### src/rtl/function_scan_pkg.sv
// Shared constants and state encoding for the function4x1 truth-table scanner.
package function_scan_pkg;

    localparam int unsigned NUM_VECTORS = 16;
    localparam int unsigned IDX_W       = 4;
    localparam int unsigned CNT_W       = 5;
    localparam int unsigned SETTLE_W    = 4;

    typedef enum logic [1:0] {
        S_IDLE   = 2'd0,
        S_SETTLE = 2'd1,
        S_SAMPLE = 2'd2,
        S_DONE   = 2'd3
    } state_t;

endpackage

### src/rtl/scan_settle_timer.sv
// Loadable down-counter that times the settle gap between input change and sampling.
module scan_settle_timer
    import function_scan_pkg::*;
(
    input  logic                clk,
    input  logic                rst_n,
    input  logic                load,
    input  logic                en,
    input  logic [SETTLE_W-1:0] load_val,
    output logic                zero_c
);

    logic [SETTLE_W-1:0] count;

    always_ff @(posedge clk or negedge rst_n) begin
        if (!rst_n) begin
            count <= '0;
        end else if (load) begin
            count <= load_val;
        end else if (en && count != '0) begin
            count <= count - SETTLE_W'(1);
        end
    end

    assign zero_c = (count == '0);

endmodule

### src/rtl/function4x1_scan_controller.sv
// Walks a 4-input function block through all 16 input codes, captures f into a
// truth table and compares it with a golden pattern latched at start.
module function4x1_scan_controller
    import function_scan_pkg::*;
#(
    parameter int unsigned SETTLE_CYCLES = 1
) (
    input  logic             clk,
    input  logic             rst_n,
    input  logic             start,
    input  logic             abort,
    input  logic [15:0]      expected,
    output logic             a,
    output logic             b,
    output logic             c,
    output logic             d,
    input  logic             f,
    output logic             busy,
    output logic             done,
    output logic [15:0]      truth_table,
    output logic             match,
    output logic [CNT_W-1:0] mismatch_count,
    output logic [IDX_W-1:0] first_fail
);

    localparam logic [SETTLE_W-1:0] SETTLE_LOAD =
        (SETTLE_CYCLES == 0) ? '0 : SETTLE_W'(SETTLE_CYCLES - 1);
    // With no settle time every step goes straight back to sampling.
    localparam state_t STEP_STATE = (SETTLE_CYCLES == 0) ? S_SAMPLE : S_SETTLE;

    state_t           state;
    state_t           state_d;
    logic [IDX_W-1:0] idx;
    logic [IDX_W-1:0] abcd;
    logic [15:0]      expected_q;
    logic             timer_load;
    logic             timer_en;
    logic             timer_zero;
    logic             last_idx;
    logic             f_miss;

    assign last_idx = (idx == IDX_W'(NUM_VECTORS - 1));
    assign f_miss   = (f != expected_q[idx]);

    scan_settle_timer u_settle_timer (
        .clk      (clk),
        .rst_n    (rst_n),
        .load     (timer_load),
        .en       (timer_en),
        .load_val (SETTLE_LOAD),
        .zero_c   (timer_zero)
    );

    // Next-state and timer control.
    always_comb begin
        state_d    = state;
        timer_load = 1'b0;
        timer_en   = 1'b0;
        case (state)
            S_IDLE: begin
                if (start && !abort) begin
                    state_d    = STEP_STATE;
                    timer_load = 1'b1;
                end
            end
            S_SETTLE: begin
                if (abort) begin
                    state_d = S_IDLE;
                end else if (timer_zero) begin
                    state_d = S_SAMPLE;
                end else begin
                    timer_en = 1'b1;
                end
            end
            S_SAMPLE: begin
                if (abort) begin
                    state_d = S_IDLE;
                end else if (last_idx) begin
                    state_d = S_DONE;
                end else begin
                    state_d    = STEP_STATE;
                    timer_load = 1'b1;
                end
            end
            S_DONE: state_d = S_IDLE;
            default: state_d = S_IDLE;
        endcase
    end

    always_ff @(posedge clk or negedge rst_n) begin
        if (!rst_n) begin
            state          <= S_IDLE;
            busy           <= 1'b0;
            done           <= 1'b0;
            idx            <= '0;
            abcd           <= '0;
            expected_q     <= '0;
            truth_table    <= '0;
            match          <= 1'b0;
            mismatch_count <= '0;
            first_fail     <= '0;
        end else begin
            state <= state_d;
            busy  <= (state_d != S_IDLE);
            done  <= (state == S_SAMPLE) && (state_d == S_DONE);
            case (state)
                S_IDLE: begin
                    if (state_d != S_IDLE) begin
                        idx            <= '0;
                        abcd           <= '0;
                        expected_q     <= expected;
                        truth_table    <= '0;
                        match          <= 1'b0;
                        mismatch_count <= '0;
                        first_fail     <= '0;
                    end
                end
                S_SETTLE: begin
                    if (abort) begin
                        abcd  <= '0;
                        match <= 1'b0;
                    end
                end
                S_SAMPLE: begin
                    if (abort) begin
                        abcd  <= '0;
                        match <= 1'b0;
                    end else begin
                        truth_table[idx] <= f;
                        if (f_miss) begin
                            mismatch_count <= mismatch_count + CNT_W'(1);
                            if (mismatch_count == '0) begin
                                first_fail <= idx;
                            end
                        end
                        // match must be valid alongside the done pulse, so fold in this sample.
                        if (last_idx) begin
                            match <= (mismatch_count == '0) && !f_miss;
                        end else begin
                            idx  <= idx + IDX_W'(1);
                            abcd <= idx + IDX_W'(1);
                        end
                    end
                end
                S_DONE: abcd <= '0;
                default: abcd <= '0;
            endcase
        end
    end

    assign a = abcd[3];
    assign b = abcd[2];
    assign c = abcd[1];
    assign d = abcd[0];

endmodule

### config.mk
export PLATFORM = sky130hd
export DESIGN_NAME = function4x1_scan_controller
export DESIGN_NICKNAME = d
export VERILOG_FILES = /design/src/rtl/function_scan_pkg.sv /design/src/rtl/scan_settle_timer.sv /design/src/rtl/function4x1_scan_controller.sv
export SDC_FILE = /design/constraint.sdc
export NUM_CORES = 1
export LEC_CHECK = 0
export BUFFER_PORTS_ARGS = -buffer_cell sky130_fd_sc_hd__buf_2
export CORE_ASPECT_RATIO = 0.5
export CORE_MARGIN = 1
export CORE_UTILIZATION = 39
export DETAILED_ROUTE_END_ITERATION = 10
export GPL_ROUTABILITY_DRIVEN = 1
export MAX_ROUTING_LAYER = met4
export SYNTH_ARGS = -nofsm -noshare
export SYNTH_HDL_FRONTEND = slang
export SYNTH_SLANG_ARGS = --single-unit
export TNS_END_PERCENT = 10
### constraint.sdc
create_clock -name clk -period 3.8 [get_ports clk]
set_clock_uncertainty 0.2 [all_clocks]
set_input_delay 0.76 -clock clk [delete_from_list [all_inputs] [get_ports clk]]
set_output_delay 0.76 -clock clk [all_outputs]
set_load 0.005 [all_outputs]
# --- Word level (Yosys, flattened, before mapping) ---
# Cells that the tools add are included.
word_totals:
  elab_cells: 95
  reg_bits: 58
  out_inout_bits: 32
  in_bits: 21
op_classes:
  n_reduce_logical: 22
  order_cmp: 2
  n_mux: 43
  n_eq_ne: 14
  n_addsub: 3
ops:
  columns: ["cell", "count"]
  rows:
  - ["$mux 4", 10]
  - ["$mux 16", 2]
  - ["$pmux 16 s2", 1]
  - ["$bwmux 16", 1]
  - ["$pmux 4 s2", 2]
  - ["$pmux 4 s4", 1]
  - ["$mux 5", 3]
  - ["$mux 1", 12]
  - ["$reduce_and 4->1", 3]
  - ["$mux 2", 5]
  - ["$ne 2x2->1 const B", 5]
  - ["$pmux 5 s2", 1]
  - ["$pmux 2 s4", 1]
  - ["$eq 2x2->1 const B", 3]
  - ["$ne 3x3->1 const B", 2]
  - ["$reduce_and 3->1", 2]
  - ["$reduce_bool 2->1", 3]
  - ["$add 5x1->5 const B", 1]
  - ["$logic_and 1x1->1", 5]
  - ["$logic_not 5->1", 1]
  - ["$lt 4x5->1 const B", 1]
  - ["$reduce_and 5->1", 1]
  - ["$add 4x1->4 const B", 1]
  - ["$bmux 1 s4", 1]
  - ["15 further kinds", 16]

# --- Depth between registers and ports, before layout ---
depth:
  ltp_word: 8
  mapped_depth: 7
  ltp_nobuf: 7

# --- By module ---
# A second synthesis with hierarchy kept.
hier_totals:
  hier_cells: 305
  area_unflattened_um2: 3083.0
by_module_without_submodules:
  columns: ["mod", "area_each_um2", "seq_area_each_um2", "instances", "cells_each"]
  rows:
  - ["function4x1_scan_controller", 2812.7, 1351.3, 1, 278]
  - ["scan_settle_timer", 270.3, 100.1, 1, 27]

# --- Least setup slack after synthesis ---
# No wires, ideal clock.
synth_path:
  kind: "register -> register"
  start: "register idx[0]"
  end: "register first_fail[0]"
  slack_ps: 1276
  arrival_ps: 2202
  t_required_ps: 3478
  path_buffers: 1
  path_stages_with_launch: 7
  setup_time_ps: 122
  synth_period_minus_slack_ps: 2524
  path_cell_list: "dfrtp_1 > buf_6 > mux4_1 > mux4_2 > xnor2_4 > and3b_4 > a32o_1"
synth_via:
  elab_chain_cells: 7
  elab_cells_between_ends: 15
  classes_between: "eq/ne: 4; mux: 9; reduce/logical: 2"
synth_rtl:
  columns: ["element", "line_no", "text"]
  rows:
  - ["start, declared", "function4x1_scan_controller.sv:33", "logic [IDX_W-1:0] idx;"]
  - ["start signal, assigned", "function4x1_scan_controller.sv:140", "idx <= idx + IDX_W'(1);"]
  - ["$eq 4x4->1", "function4x1_scan_controller.sv:42", "assign last_idx = (idx == IDX_W'(NUM_VECTORS - 1));"]
  - ["$mux 2", "function4x1_scan_controller.sv:78", "end else if (last_idx) begin"]
  - ["$mux 2", "function4x1_scan_controller.sv:76", "if (abort) begin"]
  - ["$pmux 2 s4", "function4x1_scan_controller.sv:59", "case (state)"]
  - ["$reduce_bool 2->1", "function4x1_scan_controller.sv:108", "if (state_d != S_IDLE) begin"]
  - ["$ne 2x2->1 (no line)", null, null]
  - ["$reduce_and 5->1 (no line)", null, null]
  - ["end signal, assigned", "function4x1_scan_controller.sv:133", "first_fail <= idx;"]
  - ["end, declared", "function4x1_scan_controller.sv:23", "output logic [IDX_W-1:0] first_fail"]
# Several ways; a longest one is shown, not always the timed one. The select of a mux whose other input is x is not followed.
# A chain may end at the register's enable or synchronous reset.

# --- Worst setup path after layout ---
# Ends and elaborated chain as after synthesis.

==> run_results.csv <==
group,metric,value,unit
status,status,"completed",
synth,synth_largest_area_cell,"dfrtp_1",
final_layout,area_delta_synth_final,21.83,%
synth,ys.warnings.count,0,
placement,place_inst,426,
floorplan,io-pin-count,53,
cts,tritoncts_num_sinks,58,
cts,clock-root-buffer,"clkbuf_16",
worst_setup_path,worstPathArrival,2830,ps
pwr,power.static_leakage,0.001702,uW
worst_setup_path,required,3810,ps
sta,finalSetupTns,0,ps
sta,clock.fmax,354.7,MHz
placement,hpwl,4.537,mm
worst_setup_path,path_max_fanout,12,
synth,synth-async-reset-ratio,1.000,
sta,period_utilization,0.7419,
pwr,power_density,583.5,nW/um^2
drt,vias_after_detailed_routing,2255,
sta,setup_repair_after_global_routing_missed_its_margin,"no",
drt,post-route-drc-count,0,
drt,drtPass1Iterations,4,
final_layout,layout-drive-gt1-share,0.2114,
pwr,peakVddDrop,322.1,uV
synth,synth_sequential_area_ratio,0.5158,
grt,grt_antenna_before_repair,0,
sta,min_period,2819,ps
sta,finalSetupViolations,0,
floorplan,coreArea,6832,um^2
floorplan,rows,21,
cts,clock_tree_from_tritoncts,"done",
drt,detailedRoute.firstIterationViolations,210,
drt,route.detailed.wl_per_inst,14.50,um
worst_setup_path,worstSetupStartpointType,"register",
min_path,hp-class,"register to register",
cts,clock_tree.buffer_depth,2,
synth,synthCells,295,
cts,clk-insertion-delay-late,320,ps
placement,place.port_buffers,52,
sta,timing.final.max_slew_violations,0,
synth,number_of_enable_type_register_cells_in_the_synthesized_netlist,0,
synth,synthFlopType,"dfrtp_1",
sta,finalHoldViolations,0,
synth,synth.cell_area,2814,um^2
cts,clkTransAtPathRegs,50,ps
worst_setup_path,timing_worst_setup_path_type,"register to register",
sta,fin_hold_ws,271.4,ps
sta,actual_slew_at_the_worst_max_slew_pin,1152,ps
worst_setup_path,timing.critical_path.to_type,"register",
placement,place.gp.congestion,0.7892,
cts,ctsHoldBuffers,0,
sta,slew_headroom,0.2319,
cts,cts_post_setup_buffers_inserted,0,
synth,synth_top_cells_by_count,"nand2_1 (72), dfrtp_1 (58), o21ai_0 (27)",
cts,cts-resized-gates,0,
floorplan,die_width,122.1,um
grt,groute.usage.overall,0.1922,
floorplan,dieHeight,62.07,um
synth,most_common_cell_in_the_netlist,"nand2_1",
synth,synth.distinct_cells,40,
cts,tritoncts.num_buffers,9,
grt,gr-total-overflow,0,
synth,synth.top_cell.area_share,0.5158,
drt,detail_route.wirelength,6.411,mm
grt,first_global_vias,2093,
synth,synthTopCellsByArea,"dfrtp_1 (52%), nand2_1 (9.6%), o21ai_0 (4.8%), nand3_1 (4.1%), mux4_1 (3.7%)",
synth,synth.ff_latch_count,58,
drt,avg_vias_per_cell,5.102,
synth,synth_fp_nets,323,
grt,grt_max_degree,52,
run,max-cap-violations,0,
cts,cts.htree.levels,3,
final_layout,design.final.nets,373,
drt,antenna_left,0,
floorplan,starting_density,0.4119,
final_layout,fin_cells,442,
floorplan,floorplan.die_area,7580,um^2
grt,grt_first_pass_wirelength,10.31,mm
final_layout,insertedDiodeCount,0,
synth,avgSynthCellArea,9.539,um^2
-- per-stage QoR --
stage / setup slack, ps / cell area (um^2) / util / power, uW
after floorplan: 1276 / 2814 / - / 1123
after global placement: 1068 / 3144 / 0.4603 / 1235
after detailed placement: 1014 / 3144 / 0.4603 / 1257
after CTS: 999.3 / 3428 / 0.5018 / 2017
after global routing: 877.3 / 3428 / 0.5018 / 2117
final: 980.6 / 3428 / 0.5018 / 2001
-- cells by family after synthesis --
group,count (synthesis),share of synthesized area
fa+ha+maj,7,0.03112
buf+inv,25,0.03601
mux,10,0.06314
xor+xnor,5,0.02224
flops,58,0.5158
simple gates,138,0.2237
compound gates,52,0.1081
-- sequential cells by signal, indices dropped and copies added, names as in the netlist, 2 cells and up --
signal / flops
truth_table: 16
expected_q: 16
mismatch_count: 5
idx: 4
u_settle_timer.count: 4
first_fail: 4
abcd: 4
state: 2
-- per-layer routing --
layer  global-route usage  wire, um  vias up
met5                    -         0        -
met4              0.06620        74        0
met3              0.06569       316        8
met2               0.2841      2945       56
met1               0.2487      3074     1081
li1                     -         -     1110
-- area by class of cell --
| cell class | count | area (um^2) |
|---|---|---|
| Clock buffer | 14 | 274.0 |
| Clock inverter | 2 | 10.01 |
| Fill cell | 654 | 3403 |
| Inverter | 9 | 33.78 |
| Multi-Input combinational cell | 212 | 1261 |
| Sequential cell | 58 | 1451 |
| Tap cell | 92 | 115.1 |
| Timing Repair Buffer | 55 | 282.8 |
-- worst max-delay path, stage by stage (launching register included) --
cell and delay (ps):
dfrtp_1 590, mux4_1 610, mux4_2 560, xnor2_4 280, and3b_4 260, a32o_1 190
-- cell usage in the layout (no fill, tap or decap), types with 2 or more instances in the layout --
cell and count:
xnor2_1 2, clkbuf_1 2, nand4_1 5, and2_1 2, o31ai_1 2, nor3b_1 2, nand2_1 72, inv_1 9
dfrtp_1 58, o21ai_0 27, clkinv_2 2, buf_4 3, nor3_1 2, buf_2 52, nand2b_1 5, nor2_1 15
a21oi_1 11, ha_1 7, nor2b_1 5, mux2i_1 5, xor2_1 2, mux4_1 4, clkbuf_16 9, a22o_1 2
o2bb2ai_1 3, nand3_1 23, clkbuf_8 3
-- report_power, final --
part / total (uW) / switching, uW / internal (uW)
clock network: 751 / 260 / 492
registers: 811 / 88.6 / 723
logic: 438 / 248 / 190
-- worst paths after layout --
| kind | from | to | slack [ps] | depth (start not counted) |
|---|---|---|---|---|
| min in group asynchronous | rst_n | expected_q[8]$_DFFE_PN0P_ | 460 | 1 |
| hold / removal | abcd[3]$_DFFE_PN0P_ | abcd[3]$_DFFE_PN0P_ | 270 | 2 |
| setup reg to reg | idx[0]$_DFFE_PN0P_ | first_fail[0]$_DFFE_PN0P_ | 980 | 5 |
| max in group asynchronous | rst_n | mismatch_count[0]$_DFFE_PN0P_ | 2220 | 1 |
| hold reg to reg | abcd[3]$_DFFE_PN0P_ | abcd[3]$_DFFE_PN0P_ | 270 | 2 |
| setup / recovery | idx[0]$_DFFE_PN0P_ | first_fail[0]$_DFFE_PN0P_ | 980 | 5 |
No activity file was read; power rests on OpenSTA's default activity.
